<file path="src/rtl/snake_draw_engine_pkg.sv">
// Shared grid geometry, colours, FSM states and cell type for the snake draw engine.
// Build option SNAKE_SELF_HIT_EN adds the SCAN state.
package snake_pkg;

    localparam int unsigned GRID_W    = 40;
    localparam int unsigned GRID_H    = 30;
    localparam int unsigned CELL_LOG2 = 2;
    localparam int unsigned SCREEN_W  = GRID_W << CELL_LOG2;
    localparam int unsigned SCREEN_H  = GRID_H << CELL_LOG2;

    localparam logic [2:0] COL_BLACK = 3'b000;
    localparam logic [2:0] COL_SNAKE = 3'b010;
    localparam logic [2:0] COL_FOOD  = 3'b100;

    typedef enum logic [2:0] {
        ST_CLEAR,
        ST_IDLE,
        ST_ERASE_TAIL,
        ST_DRAW_HEAD,
        ST_DRAW_FOOD
`ifdef SNAKE_SELF_HIT_EN
        ,
        ST_SCAN
`endif
    } state_t;

    typedef struct packed {
        logic [5:0] gx;
        logic [4:0] gy;
    } cell_t;

    function automatic logic cell_in_grid(cell_t c);
        return (32'(c.gx) < GRID_W) && (32'(c.gy) < GRID_H);
    endfunction

    // Packed {x[7:0], y[6:0]} of pixel `sub` (sub-x in the low two bits) of a 4x4 cell.
    function automatic logic [14:0] pix_xy(cell_t c, logic [3:0] sub);
        logic [7:0] px;
        logic [6:0] py;
        px = {c.gx, 2'b00} + {6'd0, sub[1:0]};
        py = {c.gy, 2'b00} + {5'd0, sub[3:2]};
        return {px, py};
    endfunction

endpackage

</file>
<file path="src/rtl/snake_draw_engine_if.sv">
// Controller/pixel-writer signal bundle of the snake draw engine.
// Build option SNAKE_SELF_HIT_EN adds the hit pulse.
interface snake_draw_engine_if;

    logic       step_valid;
    logic       step_ready;
    logic [5:0] step_gx;
    logic [4:0] step_gy;
    logic       step_grow;
    logic       food_valid;
    logic       food_ready;
    logic [5:0] food_gx;
    logic [4:0] food_gy;
    logic [7:0] x;
    logic [6:0] y;
    logic [2:0] colour;
    logic       plot;
    logic [6:0] length;
    logic       full;
    logic       bad_coord;

`ifdef SNAKE_SELF_HIT_EN
    logic       hit;

    modport master (
        output step_valid, step_gx, step_gy, step_grow, food_valid, food_gx, food_gy,
        input  step_ready, food_ready, x, y, colour, plot, length, full, bad_coord, hit
    );

    modport slave (
        input  step_valid, step_gx, step_gy, step_grow, food_valid, food_gx, food_gy,
        output step_ready, food_ready, x, y, colour, plot, length, full, bad_coord, hit
    );
`else
    modport master (
        output step_valid, step_gx, step_gy, step_grow, food_valid, food_gx, food_gy,
        input  step_ready, food_ready, x, y, colour, plot, length, full, bad_coord
    );

    modport slave (
        input  step_valid, step_gx, step_gy, step_grow, food_valid, food_gx, food_gy,
        output step_ready, food_ready, x, y, colour, plot, length, full, bad_coord
    );
`endif

endinterface

</file>
<file path="src/rtl/snake_draw_engine_pos_buffer.sv">
// Circular buffer of snake body cells: push at head, pop at tail.
// Build option SNAKE_SELF_HIT_EN adds a random read port indexed from the tail.
module snake_pos_buffer
    import snake_pkg::*;
#(
    parameter  int unsigned MAX_LEN = 64,
    localparam int unsigned PW      = $clog2(MAX_LEN)
) (
    input  logic          clk,
    input  logic          rst_n,
    input  logic          i_push,
    input  cell_t         i_push_cell,
    input  logic          i_pop,
    output cell_t         o_tail_cell,
`ifdef SNAKE_SELF_HIT_EN
    input  logic [PW-1:0] i_rd_idx,
    output cell_t         o_rd_cell,
`endif
    output logic [PW:0]   o_count,
    output logic          o_empty,
    output logic          o_full
);

    cell_t         r_mem [MAX_LEN];
    logic [PW-1:0] r_head;
    logic [PW-1:0] r_tail;
    logic [PW:0]   r_count;

    always_ff @(posedge clk) begin
        if (i_push) begin
            r_mem[r_head] <= i_push_cell;
        end
    end

    always_ff @(posedge clk or negedge rst_n) begin
        if (!rst_n) begin
            r_head  <= '0;
            r_tail  <= '0;
            r_count <= '0;
        end else begin
            if (i_push) begin
                r_head <= r_head + 1'b1;
            end
            if (i_pop) begin
                r_tail <= r_tail + 1'b1;
            end
            unique case ({i_push, i_pop})
                2'b10:   r_count <= r_count + 1'b1;
                2'b01:   r_count <= r_count - 1'b1;
                default: r_count <= r_count;
            endcase
        end
    end

    assign o_tail_cell = r_mem[r_tail];
`ifdef SNAKE_SELF_HIT_EN
    assign o_rd_cell   = r_mem[r_tail + i_rd_idx];
`endif
    assign o_count     = r_count;
    assign o_empty     = (r_count == '0);
    assign o_full      = (r_count == (PW + 1)'(MAX_LEN));

endmodule

</file>
<file path="src/rtl/snake_draw_engine.sv">
// Snake draw engine: turns grid-level step/food requests into a serial pixel-write stream.
// Build option SNAKE_SELF_HIT_EN adds a self-collision SCAN before drawing and the hit pulse.
module snake_draw_engine
    import snake_pkg::*;
#(
    parameter int unsigned MAX_LEN = 64
) (
    input logic                clk,
    input logic                reset_n,
    snake_draw_engine_if.slave bus
);

    localparam int unsigned PW = $clog2(MAX_LEN);

    state_t      r_state;
    logic [7:0]  r_x;
    logic [6:0]  r_y;
    logic [2:0]  r_colour;
    logic        r_plot;
    logic        r_step_ready;
    logic        r_food_ready;
    logic        r_full;
    logic        r_bad;
    logic [3:0]  r_sub;
    cell_t       r_head_cell;
    cell_t       r_draw_cell;
    logic        r_erase;

    cell_t       w_step_cell;
    cell_t       w_food_cell;
    cell_t       w_tail_cell;
    logic [PW:0] w_count;
    logic        w_buf_empty;
    logic        w_buf_full;
    logic        w_step_hs;
    logic        w_food_hs;
    logic        w_erase;
    logic        w_last_sub;
    logic [3:0]  w_next_sub;
    logic        w_push;
    logic        w_pop;

    assign w_step_cell = {bus.step_gx, bus.step_gy};
    assign w_food_cell = {bus.food_gx, bus.food_gy};
    assign w_step_hs   = bus.step_valid && r_step_ready;
    // A simultaneous step wins; food stays pending at the controller.
    assign w_food_hs   = bus.food_valid && r_food_ready && !bus.step_valid;
    assign w_erase     = (!bus.step_grow || w_buf_full) && !w_buf_empty;
    assign w_last_sub  = (r_sub == 4'hF);
    assign w_next_sub  = r_sub + 4'd1;
    // Tail pop and head push share the DRAW_HEAD exit so length moves only when drawing completes.
    assign w_push      = (r_state == ST_DRAW_HEAD) && w_last_sub;
    assign w_pop       = w_push && r_erase;

`ifdef SNAKE_SELF_HIT_EN
    logic [PW-1:0] r_idx;
    logic          r_hit;
    cell_t         w_rd_cell;
    logic          w_scan_live;
    logic          w_scan_match;
    logic          w_scan_last;

    assign w_scan_live  = ({1'b0, r_idx} < w_count) && (!r_erase || (r_idx != '0));
    assign w_scan_match = w_scan_live && (w_rd_cell == r_head_cell);
    assign w_scan_last  = (({1'b0, r_idx} + 1'b1) >= w_count);
    assign bus.hit      = r_hit;
`endif

    snake_pos_buffer #(
        .MAX_LEN (MAX_LEN)
    ) u_buf (
        .clk         (clk),
        .rst_n       (reset_n),
        .i_push      (w_push),
        .i_push_cell (r_head_cell),
        .i_pop       (w_pop),
        .o_tail_cell (w_tail_cell),
`ifdef SNAKE_SELF_HIT_EN
        .i_rd_idx    (r_idx),
        .o_rd_cell   (w_rd_cell),
`endif
        .o_count     (w_count),
        .o_empty     (w_buf_empty),
        .o_full      (w_buf_full)
    );

    always_ff @(posedge clk or negedge reset_n) begin
        if (!reset_n) begin
            r_state      <= ST_CLEAR;
            r_x          <= '0;
            r_y          <= '0;
            r_colour     <= COL_BLACK;
            r_plot       <= 1'b0;
            r_step_ready <= 1'b0;
            r_food_ready <= 1'b0;
            r_full       <= 1'b0;
            r_bad        <= 1'b0;
            r_sub        <= '0;
            r_head_cell  <= '0;
            r_draw_cell  <= '0;
            r_erase      <= 1'b0;
`ifdef SNAKE_SELF_HIT_EN
            r_idx        <= '0;
            r_hit        <= 1'b0;
`endif
        end else begin
            r_full <= 1'b0;
            r_bad  <= 1'b0;
`ifdef SNAKE_SELF_HIT_EN
            r_hit  <= 1'b0;
`endif
            unique case (r_state)
                ST_CLEAR: begin
                    if (!r_plot) begin
                        r_plot   <= 1'b1;
                        r_colour <= COL_BLACK;
                    end else if ((r_x == 8'(SCREEN_W - 1)) && (r_y == 7'(SCREEN_H - 1))) begin
                        r_state      <= ST_IDLE;
                        r_plot       <= 1'b0;
                        r_step_ready <= 1'b1;
                        r_food_ready <= 1'b1;
                    end else if (r_x == 8'(SCREEN_W - 1)) begin
                        r_x <= '0;
                        r_y <= r_y + 7'd1;
                    end else begin
                        r_x <= r_x + 8'd1;
                    end
                end

                ST_IDLE: begin
                    if (w_step_hs) begin
                        if (!cell_in_grid(w_step_cell)) begin
                            r_bad <= 1'b1;
                        end else begin
                            r_step_ready <= 1'b0;
                            r_food_ready <= 1'b0;
                            r_head_cell  <= w_step_cell;
                            r_erase      <= w_erase;
                            r_full       <= bus.step_grow && w_buf_full;
                            r_sub        <= '0;
`ifdef SNAKE_SELF_HIT_EN
                            r_state      <= ST_SCAN;
                            r_idx        <= '0;
`else
                            r_plot       <= 1'b1;
                            if (w_erase) begin
                                r_state     <= ST_ERASE_TAIL;
                                r_draw_cell <= w_tail_cell;
                                r_colour    <= COL_BLACK;
                                {r_x, r_y}  <= pix_xy(w_tail_cell, 4'd0);
                            end else begin
                                r_state     <= ST_DRAW_HEAD;
                                r_draw_cell <= w_step_cell;
                                r_colour    <= COL_SNAKE;
                                {r_x, r_y}  <= pix_xy(w_step_cell, 4'd0);
                            end
`endif
                        end
                    end else if (w_food_hs) begin
                        if (!cell_in_grid(w_food_cell)) begin
                            r_bad <= 1'b1;
                        end else begin
                            r_step_ready <= 1'b0;
                            r_food_ready <= 1'b0;
                            r_state      <= ST_DRAW_FOOD;
                            r_draw_cell  <= w_food_cell;
                            r_colour     <= COL_FOOD;
                            r_plot       <= 1'b1;
                            r_sub        <= '0;
                            {r_x, r_y}   <= pix_xy(w_food_cell, 4'd0);
                        end
                    end
                end

`ifdef SNAKE_SELF_HIT_EN
                ST_SCAN: begin
                    if (w_scan_match) begin
                        r_state      <= ST_IDLE;
                        r_hit        <= 1'b1;
                        r_step_ready <= 1'b1;
                        r_food_ready <= 1'b1;
                    end else if (w_scan_last) begin
                        r_plot <= 1'b1;
                        r_sub  <= '0;
                        if (r_erase) begin
                            r_state     <= ST_ERASE_TAIL;
                            r_draw_cell <= w_tail_cell;
                            r_colour    <= COL_BLACK;
                            {r_x, r_y}  <= pix_xy(w_tail_cell, 4'd0);
                        end else begin
                            r_state     <= ST_DRAW_HEAD;
                            r_draw_cell <= r_head_cell;
                            r_colour    <= COL_SNAKE;
                            {r_x, r_y}  <= pix_xy(r_head_cell, 4'd0);
                        end
                    end else begin
                        r_idx <= r_idx + 1'b1;
                    end
                end
`endif

                ST_ERASE_TAIL, ST_DRAW_HEAD, ST_DRAW_FOOD: begin
                    if (!w_last_sub) begin
                        r_sub      <= w_next_sub;
                        {r_x, r_y} <= pix_xy(r_draw_cell, w_next_sub);
                    end else if (r_state == ST_ERASE_TAIL) begin
                        r_state     <= ST_DRAW_HEAD;
                        r_sub       <= '0;
                        r_draw_cell <= r_head_cell;
                        r_colour    <= COL_SNAKE;
                        {r_x, r_y}  <= pix_xy(r_head_cell, 4'd0);
                    end else begin
                        r_state      <= ST_IDLE;
                        r_plot       <= 1'b0;
                        r_step_ready <= 1'b1;
                        r_food_ready <= 1'b1;
                    end
                end

                default: r_state <= ST_CLEAR;
            endcase
        end
    end

    assign bus.step_ready = r_step_ready;
    assign bus.food_ready = r_food_ready;
    assign bus.x          = r_x;
    assign bus.y          = r_y;
    assign bus.colour     = r_colour;
    assign bus.plot       = r_plot;
    assign bus.length     = 7'(w_count);
    assign bus.full       = r_full;
    assign bus.bad_coord  = r_bad;

endmodule

</file>
<file path="src/flat_wrapper.sv">
// flat-port wrapper written by rule: the top's interface ports become plain ports
module snake_draw_engine_flat import snake_pkg::*;
#(
    parameter int unsigned MAX_LEN = 64
)
  (clk, reset_n, bus_step_valid, bus_step_gx, bus_step_gy, bus_step_grow, bus_food_valid, bus_food_gx, bus_food_gy, bus_step_ready, bus_food_ready, bus_x, bus_y, bus_colour, bus_plot, bus_length, bus_full, bus_bad_coord);
  snake_draw_engine_if bus_i ();
  input logic clk;
  input logic reset_n;
  input wire logic [$bits(bus_i.step_valid)-1:0] bus_step_valid;
  input wire logic [$bits(bus_i.step_gx)-1:0] bus_step_gx;
  input wire logic [$bits(bus_i.step_gy)-1:0] bus_step_gy;
  input wire logic [$bits(bus_i.step_grow)-1:0] bus_step_grow;
  input wire logic [$bits(bus_i.food_valid)-1:0] bus_food_valid;
  input wire logic [$bits(bus_i.food_gx)-1:0] bus_food_gx;
  input wire logic [$bits(bus_i.food_gy)-1:0] bus_food_gy;
  output wire logic [$bits(bus_i.step_ready)-1:0] bus_step_ready;
  output wire logic [$bits(bus_i.food_ready)-1:0] bus_food_ready;
  output wire logic [$bits(bus_i.x)-1:0] bus_x;
  output wire logic [$bits(bus_i.y)-1:0] bus_y;
  output wire logic [$bits(bus_i.colour)-1:0] bus_colour;
  output wire logic [$bits(bus_i.plot)-1:0] bus_plot;
  output wire logic [$bits(bus_i.length)-1:0] bus_length;
  output wire logic [$bits(bus_i.full)-1:0] bus_full;
  output wire logic [$bits(bus_i.bad_coord)-1:0] bus_bad_coord;
  assign bus_i.step_valid = bus_step_valid;
  assign bus_i.step_gx = bus_step_gx;
  assign bus_i.step_gy = bus_step_gy;
  assign bus_i.step_grow = bus_step_grow;
  assign bus_i.food_valid = bus_food_valid;
  assign bus_i.food_gx = bus_food_gx;
  assign bus_i.food_gy = bus_food_gy;
  assign bus_step_ready = bus_i.step_ready;
  assign bus_food_ready = bus_i.food_ready;
  assign bus_x = bus_i.x;
  assign bus_y = bus_i.y;
  assign bus_colour = bus_i.colour;
  assign bus_plot = bus_i.plot;
  assign bus_length = bus_i.length;
  assign bus_full = bus_i.full;
  assign bus_bad_coord = bus_i.bad_coord;
  snake_draw_engine #(.MAX_LEN(MAX_LEN)) u_core (.clk(clk), .reset_n(reset_n), .bus(bus_i));
endmodule
</file>
<file path="config.mk">
export PLATFORM = sky130hd
export DESIGN_NAME = snake_draw_engine_flat
export DESIGN_NICKNAME = d
export VERILOG_FILES = /design/src/rtl/snake_draw_engine_pkg.sv /design/src/rtl/snake_draw_engine_if.sv /design/src/rtl/snake_draw_engine_pos_buffer.sv /design/src/rtl/snake_draw_engine.sv /design/src/flat_wrapper.sv
export SDC_FILE = /design/constraint.sdc
export NUM_CORES = 1
export LEC_CHECK = 0
export ABC_AREA = 1
export CORE_UTILIZATION = 50
export DETAILED_ROUTE_END_ITERATION = 16
export PLACE_DENSITY = 0.69
export SLEW_MARGIN = 10
export SYNTH_ARGS = -nofsm -noshare
export SYNTH_HDL_FRONTEND = slang
export SYNTH_SLANG_ARGS = --single-unit
</file>
<file path="constraint.sdc">
create_clock -name clk -period 3.84 [get_ports clk]
set_input_delay 0.96 -clock clk [delete_from_list [all_inputs] [get_ports clk]]
set_output_delay 0.96 -clock clk [all_outputs]
set_load 0.005 [all_outputs]
</file>
After elaboration in Yosys (flattened, before gate mapping)

Memories as Yosys holds them, arrays and structs flattened.
Cells that the tools add are included.

ROM bits: 0
Bits in writable memories: 704
Output and inout port bits: 30
Bits in registers: 71
Input bits: 27
Latch bits: 0
Memories kept: 1

Muxes and demuxes: 83
Equality and inequality tests: 22
Shifts and indexed selects: 0
Add/subtract/negate cells: 9
Reduce and logical (&&, ||, !) cells: 29
Bitwise operators: 0
Order comparisons: 4
Div/mod/pow operators: 0
$mul: 0

Memories:

| name               | depth | width | rd ports | clocked after Yosys merged registers in | wr ports | RTL line                           | RTL |
|---|---|---|---|---|---|---|---|
| u_core.u_buf.r_mem | 64    | 11    | 1        | 0                                       | 1        | snake_draw_engine_pos_buffer.sv:24 | `cell_t r_mem [MAX_LEN];` |

Operators by type and width:

| kind                  | number |
|---|---|
| $mux W8               | 10 |
| $mux W11              | 7 |
| $mux W7               | 10 |
| $mux W3               | 12 |
| $mux W1               | 27 |
| $mux W4               | 6 |
| $pmux W8 S3           | 1 |
| $pmux W11 S2          | 1 |
| $pmux W7 S3           | 1 |
| $pmux W3 S3           | 2 |
| $reduce_and A6 Y1     | 3 |
| $reduce_and A8 Y1     | 2 |
| $add A7 B1 Y7 const B | 2 |
| $eq A7 B7 Y1 const B  | 2 |
| $pmux W7 S2           | 1 |
| $reduce_and A7 Y1     | 2 |
| $add A6 B1 Y6 const B | 2 |
| $lt A6 B6 Y1 const B  | 2 |
| $logic_and A1 B1 Y1   | 10 |
| $lt A5 B5 Y1 const B  | 2 |
| $ne A2 B1 Y1 const B  | 5 |
| $add A8 B1 Y8 const B | 1 |
| $add A8 B2 Y8         | 1 |
| $eq A8 B8 Y1 const B  | 1 |
| other kinds (24)      | 34 |

Depth between registers and ports, before layout

Depth after elaboration: 7
Depth in mapped cells: 17

By module

From an unflattened synthesis, not the netlist that was laid out.

Cells, all modules: 3372
Area, all modules: 34017.6 µm²

By module, submodules not included:

| module            | instances | area each (µm²) | cells an instance |
|---|---|---|---|
| snake_pos_buffer  | 1         | 30629.4         | 2863 |
| snake_draw_engine | 1         | 3388.2          | 509 |

Worst setup path after synthesis

Ideal clock, no wire load.

Path type: flip-flop to flip-flop
Start point: reg u_core.r_sub[0]
End point: mem u_core.u_buf.r_mem[7][0] in the netlist's numbering, enable pin
Setup time: 393 ps
Arrival time: 2318 ps
Cell stages (with the launch flop): 10
Buffers on the path: 0
Data required time: 3447 ps
Path slack: 1129 ps
Period minus slack after synthesis: 2711 ps
Cell sequence: dfrtp_1 ha_1 nand2_1 nor2_4 nand4_4 nor2_1 nand2_1 inv_2 nand2_1 nor3_1

Word-level cells in the longest chain between the ends: 4

RTL lines:

| item                          | RTL line                           | RTL |
|---|---|---|
| start, declared               | snake_draw_engine.sv:24            | `logic [3:0] r_sub;` |
| start signal, assigned        | snake_draw_engine.sv:204           | `r_sub <= w_next_sub;` |
| $eq A4 B4 Y1                  | snake_draw_engine.sv:49            | `assign w_last_sub = (r_sub == 4'hF);` |
| $logic_and A1 B1 Y1           | snake_draw_engine.sv:52            | `assign w_push = (r_state == ST_DRAW_HEAD) && w_last_sub;` |
| $mux W1                       | snake_draw_engine_pos_buffer.sv:30 | `if (i_push) begin` |
| $mux W1 (not written as such) | snake_draw_engine_pos_buffer.sv:31 | `r_mem[r_head] <= i_push_cell;` |
| end, declared                 | snake_draw_engine_pos_buffer.sv:24 |  |

Every way passes these cells.

Worst setup path after layout

Start point: reg u_core.u_buf.r_tail[0]
End point: reg u_core.r_x[7], in the netlist u_core.bus.x[7]

Word-level cells in the longest chain between the ends: 5

RTL lines:

| item                   | RTL line                           | RTL |
|---|---|---|
| start, declared        | snake_draw_engine_pos_buffer.sv:26 | `logic [PW-1:0] r_tail;` |
| start signal, assigned | snake_draw_engine_pos_buffer.sv:45 | `r_tail <= r_tail + 1'b1;` |
| $mem_v2 Z64 W11        | --                                 |  |
| $mux W8                | snake_draw_engine.sv:146           | `if (w_erase) begin` |
| $mux W8                | snake_draw_engine.sv:132           | `if (!cell_in_grid(w_step_cell)) begin` |
| $mux W8                | snake_draw_engine.sv:131           | `if (w_step_hs) begin` |
| $pmux W8 S3            | snake_draw_engine.sv:112           | `unique case (r_state)` |
| end signal, assigned   | snake_draw_engine.sv:126           | `r_x <= r_x + 8'd1;` |
| end signal, assigned   | snake_draw_engine.sv:150           | `{r_x, r_y} <= pix_xy(w_tail_cell, 4'd0);` |
| end signal, assigned   | snake_draw_engine.sv:155           | `{r_x, r_y} <= pix_xy(w_step_cell, 4'd0);` |
| end, declared          | snake_draw_engine.sv:16            | `logic [7:0] r_x;` |

Every way passes these cells. The select of a mux whose other input is x is not followed.
A chain may end at the register's enable or synchronous reset.

==> metrics.sh <==
TIMING.CRITICAL_PATH.ARRIVAL_PS=3870
LAYOUT_CELL_SHARE_WITH_DRIVE_STRENGTH_BEYOND_1_PCT=7.96
FINALSETUPTNS_PS=0
DRTANTENNAVIOLNETS=0
FIN_UTIL_PCT=57.1
FIN_NETS=3334
CLOCK_POWER_SHARE_PCT=34.6
CTS_SETUP_BUFFERS=0
STATUS='finished clean'
TIGHTESTPINTRANSITION_PS=1190
SETUP.WORST_PATH.END='u_core.bus.x[7]$_DFFE_PN0P_'
DESIGN.DIE.AREA_UM2=68100
CLOCK-SINKS=774
FINAL_HOLD_VIOL_COUNT=0
SYNTH_LARGEST_AREA_CELL='sky130_fd_sc_hd__edfxtp_1'
STATIC-LEAKAGE-POWER_uW=0.0148
MAX_CAP_VIOL_COUNT=0
FINALSETUPVIOLCOUNT=0
CLK_ROOT_BUFFER_CELL='sky130_fd_sc_hd__clkbuf_16'
CTS.REPAIR.RESIZED=0
DRTPASS1ITERATIONS=5
VIAS_PER_CELL=5.55
COMBPWRFRAC_PCT=12.8
CLK-INSERTION-DELAY-LATE_PS=630
CELLINTERNALPOWER_uW=15600
VIA_COUNT_OF_THE_FIRST_GLOBAL_ROUTING_PASS=22530
PEAKVDDDROP_uV=486
AREA_GROWTH_SYN_TO_FIN_PCT=12.5
SETUP.WORST_PATH.START='u_core.u_buf.r_tail[0]$_DFFE_PN0N_'
AVGSYNTHCELLAREA_UM2=10.4
TRITONCTS='done'
UNREPAIRED_SETUP_ENDPOINTS_AFTER_GLOBAL_ROUTING='no'
GRT-OVFL-TOTAL=0
PRE_CTS_SLACK_PS=556
FIN_WS_PS=504
DIE_W_UM=261
FMAX_MHz=300
POSTSYNTHCELLCOUNT=3210
CTS-BUFFERS-INSERTED=79
SYNTH-EDFF-COUNT=704
WORST-R2R-SETUP-SLACK_PS=500
CLASS_OF_THE_TIGHTEST_HOLD_OR_REMOVAL_CHECK='in2async'
ASYNC_FLOP_SHARE_PCT=9.04
SYNTH.CELL_AREA_UM2=33500
TIMING.CLOCK.SKEW_PS=21.7
FLOORPLAN.ROWS=94
SYNTH_CELL_TYPE_COUNT=45
DIODE_INSERTION_COUNT_FOR_ANTENNA_REPAIR=0
CLOCK_TREE.BUFFER_DEPTH=3
ENDPOINT_KIND='register'
HOLDBUFCOUNTCTS=0
YS.FLOP_TYPE='sky130_fd_sc_hd__edfxtp_1'
TERMINUS_OF_THE_CRITICAL_FLOP_TO_FLOP_PATH='u_core.bus.x[7]$_DFFE_PN0P_'
FINALCRITICALPERIOD_PS=3340
YS_FF_LATCH=774
CRITICAL_PATH_REQUIRED_PS=4370
VIAS=23402
POWER_DENSITY_nW_PER_UM2=571
DRT-WIRELENGTH-PER-CELL_UM=20.5
FINAL_MIN_PERIOD_OVER_CLOCK_PERIOD_PCT=86.9
SYNTH.YOSYS.SEQ_AREA_SHARE_PCT=68.3
CRIT_PATH_MAX_FANOUT=122
NET-SWITCHING-POWER_uW=5950
DRC_ERRORS=0
TIMING_WORST_SETUP_PATH_TYPE='reg2reg'
SYNTH.TOP_CELL.AREA_SHARE_PCT=63.1
GRT_FIRST_PASS_WIRELENGTH_UM=133000
GR-USAGE-ALL-LAYERS_PCT=25.8
HPWL_UM=51700
SHARE_SEQ_OF_TOTAL_POWER_PCT=52.7
ROUTABILITYCONGESTION=0.931
CHIPHEIGHT_UM=261
START_UTIL_PCT=50.7
STARTPOINT_TYPES='register'
REG2REG_FROM='u_core.u_buf.r_tail[0]$_DFFE_PN0N_'
WIRELENGTH_UM=86700
POST_CTS_CLOCK_SLEW_AT_THE_LAUNCH_AND_CAPTURE_REGISTERS_OF_THE_WORST_SETUP_AND_HOLD_PATHS_PS=60
SWITCHING_PORTION_OF_TOTAL_POWER_PCT=27.6
SLEW_VIOLATIONS=0
LARGEST_CELLS_BY_AREA_AFTER_SYNTHESIS='sky130_fd_sc_hd__edfxtp_1 63%, sky130_fd_sc_hd__nand2_1 11%, sky130_fd_sc_hd__nand3_1 5.8%'
VIOLATION_COUNT_AFTER_THE_FIRST_DETAILED_ROUTE_ITERATION=2921
CTSHTREEMAXLEVEL=3
FLOORPLAN.CORE_AREA_UM2=66100
SYNTH.YOSYS.WARNINGS=0
FF2FF_PATH_DEPTH=14
GRT_MAX_DEGREE=242
NUMPORTBUFFERS=55
TOP_LEVEL_PINS=57
SLEW-LIMIT-HEADROOM_PCT=20.4
GRT_ANTENNA_BEFORE_REPAIR=0
[sequential cells by signal, indices dropped and copies added (netlist names)]
name	flops
u_core.bus.bad_coord	1
u_core.bus.colour	2
u_core.bus.full	1
u_core.bus.plot	1
u_core.bus.step_ready	1
u_core.bus.x	8
u_core.bus.y	7
u_core.r_draw_cell	11
u_core.r_erase	1
u_core.r_head_cell	11
u_core.r_state	3
u_core.r_sub	4
u_core.u_buf.o_count	7
u_core.u_buf.r_head	6
u_core.u_buf.r_mem	704
u_core.u_buf.r_tail	6
[area by class of cell]
cell class | instances | area [um^2]
repair buffers | 163 | 1460
flip-flops and latches | 774 | 22900
well taps | 864 | 1080
inverters | 254 | 971
clock buffers | 102 | 2150
multi-input cells | 2025 | 8810
clock inverters | 38 | 334
fillers | 5447 | 28400
[metal layers]
layer | share of wire, % | track usage (%) | vias up
met5 | 0 | 0 | -
met4 | 3.7 | 10.8 | 0
met3 | 7.8 | 3.30 | 174
met2 | 48 | 40.9 | 1051
met1 | 41 | 36.1 | 11271
li1 | - | - | 10906
[how the worst min path moves through the flow]
stage                                       from                                 to  slack (ps)  depth (start not counted)
2_1_floorplan  u_core.r_draw_cell[0]$_DFFE_PN0P_  u_core.r_draw_cell[0]$_DFFE_PN0P_         440                          2
3_3_place_gp   u_core.r_draw_cell[3]$_DFFE_PN0P_  u_core.r_draw_cell[3]$_DFFE_PN0P_         470                          2
3_5_place_dp   u_core.r_draw_cell[3]$_DFFE_PN0P_  u_core.r_draw_cell[3]$_DFFE_PN0P_         470                          2
4_1_cts        u_core.r_draw_cell[3]$_DFFE_PN0P_  u_core.r_draw_cell[3]$_DFFE_PN0P_         480                          2
5_1_grt        u_core.r_draw_cell[3]$_DFFE_PN0P_  u_core.r_draw_cell[3]$_DFFE_PN0P_         510                          2
6_report                                 reset_n     u_core.bus.bad_coord$_DFF_PN0_         470                          1
[kinds of logic (layout without fill, tap and decap cells)]
kind of cell             Yosys count  in the layout  synth area share, %
AO/OA/AOI/OAI                    238            238                 3.76
XOR/XNOR                          19             19                0.497
adder cells (fa/ha/maj)           10             10                0.373
buffers and inverters            414            557                 5.44
flip-flops                       774            774                 68.3
multiplexers                       2              2               0.0672
other                              1              4               0.0112
AND/OR/NAND/NOR                 1752           1752                 21.5
[metrics by stage]
step | area (um^2) | hold WS (ps) | total power [uW] | std cells
6_report | 37700 | 469 | 21500 | 4220
5_1_grt | 37700 | 515 | 22200 | 4220
2_1_floorplan | 33500 | 444 | 12700 | 3213
3_5_place_dp | 35200 | 469 | 14200 | 4080
3_3_place_gp | 35200 | 470 | 14100 | 4080
4_1_cts | 37700 | 484 | 21600 | 4220
[cells in the mapped netlist (2+ instances only)]
library cell               count
sky130_fd_sc_hd__xor2_1       15
sky130_fd_sc_hd__nor2_4        4
sky130_fd_sc_hd__edfxtp_1    704
sky130_fd_sc_hd__buf_4        10
sky130_fd_sc_hd__nand2_4       2
sky130_fd_sc_hd__o21a_1        4
sky130_fd_sc_hd__inv_4         3
sky130_fd_sc_hd__mux2_2        2
sky130_fd_sc_hd__a21oi_2       5
sky130_fd_sc_hd__ha_1         10
sky130_fd_sc_hd__nor3b_1       5
sky130_fd_sc_hd__a31oi_1       2
sky130_fd_sc_hd__xnor2_1       4
sky130_fd_sc_hd__nor2_2       11
sky130_fd_sc_hd__buf_1        13
sky130_fd_sc_hd__a22oi_1       2
sky130_fd_sc_hd__nor2_1      335
sky130_fd_sc_hd__o21ai_1      12
sky130_fd_sc_hd__buf_6        19
sky130_fd_sc_hd__dfrtp_1      70
sky130_fd_sc_hd__nand4_1       7
sky130_fd_sc_hd__buf_2        66
sky130_fd_sc_hd__nand3_1     391
sky130_fd_sc_hd__clkbuf_1     52
sky130_fd_sc_hd__nand2_1     981
sky130_fd_sc_hd__nor3_1        9
sky130_fd_sc_hd__inv_1       243
sky130_fd_sc_hd__a21oi_1      86
sky130_fd_sc_hd__inv_2         7
sky130_fd_sc_hd__o21ai_0     121
[critical path, cell delays in order, from the launching register on]
cell                      delay, ps
sky130_fd_sc_hd__dfrtp_4        530
sky130_fd_sc_hd__inv_8          420
sky130_fd_sc_hd__buf_4          450
sky130_fd_sc_hd__nand2_1         90
sky130_fd_sc_hd__nand2_1         60
sky130_fd_sc_hd__nand2_1         50
sky130_fd_sc_hd__nand3_1        110
sky130_fd_sc_hd__nand3_1        250
sky130_fd_sc_hd__nand2_1        150
sky130_fd_sc_hd__nand3_1        180
sky130_fd_sc_hd__nand3_1        290
sky130_fd_sc_hd__nand2_1        120
sky130_fd_sc_hd__nand2_1        100
sky130_fd_sc_hd__nand2_1         70
sky130_fd_sc_hd__a21oi_1        170
[layout by cell type, fill, tap and decap left out, types with 5 or more instances in the layout]
cell type	instances
sky130_fd_sc_hd__clkinvlp_4	5
sky130_fd_sc_hd__inv_1	243
sky130_fd_sc_hd__buf_4	101
sky130_fd_sc_hd__o21ai_0	121
sky130_fd_sc_hd__clkdlybuf4s50_1	54
sky130_fd_sc_hd__nor2_1	335
sky130_fd_sc_hd__clkbuf_16	82
sky130_fd_sc_hd__bufinv_16	5
sky130_fd_sc_hd__xor2_1	15
sky130_fd_sc_hd__a21oi_1	86
sky130_fd_sc_hd__edfxtp_1	704
sky130_fd_sc_hd__nand3_1	391
sky130_fd_sc_hd__clkinv_2	7
sky130_fd_sc_hd__nand4_1	7
sky130_fd_sc_hd__inv_2	6
sky130_fd_sc_hd__nand2_1	981
sky130_fd_sc_hd__nor3b_1	5
sky130_fd_sc_hd__nor2_2	11
sky130_fd_sc_hd__o21ai_1	12
sky130_fd_sc_hd__dfrtp_1	57
sky130_fd_sc_hd__nor3_1	9
sky130_fd_sc_hd__clkbuf_1	18
sky130_fd_sc_hd__buf_12	8
sky130_fd_sc_hd__dfrtp_2	11
sky130_fd_sc_hd__ha_1	10
sky130_fd_sc_hd__clkinv_1	17
sky130_fd_sc_hd__a21oi_2	5
[power groups by stage]
stage | Clock (uW) | Sequential (uW) | Combinational (uW)
after floorplan | 0 | 11300 | 1330
after global placement | 0 | 11500 | 2630
after detailed placement | 0 | 11500 | 2710
after CTS | 7530 | 11300 | 2710
after global routing | 7860 | 11400 | 3010
final | 7440 | 11300 | 2750
Power figures use the tool's default switching activity.
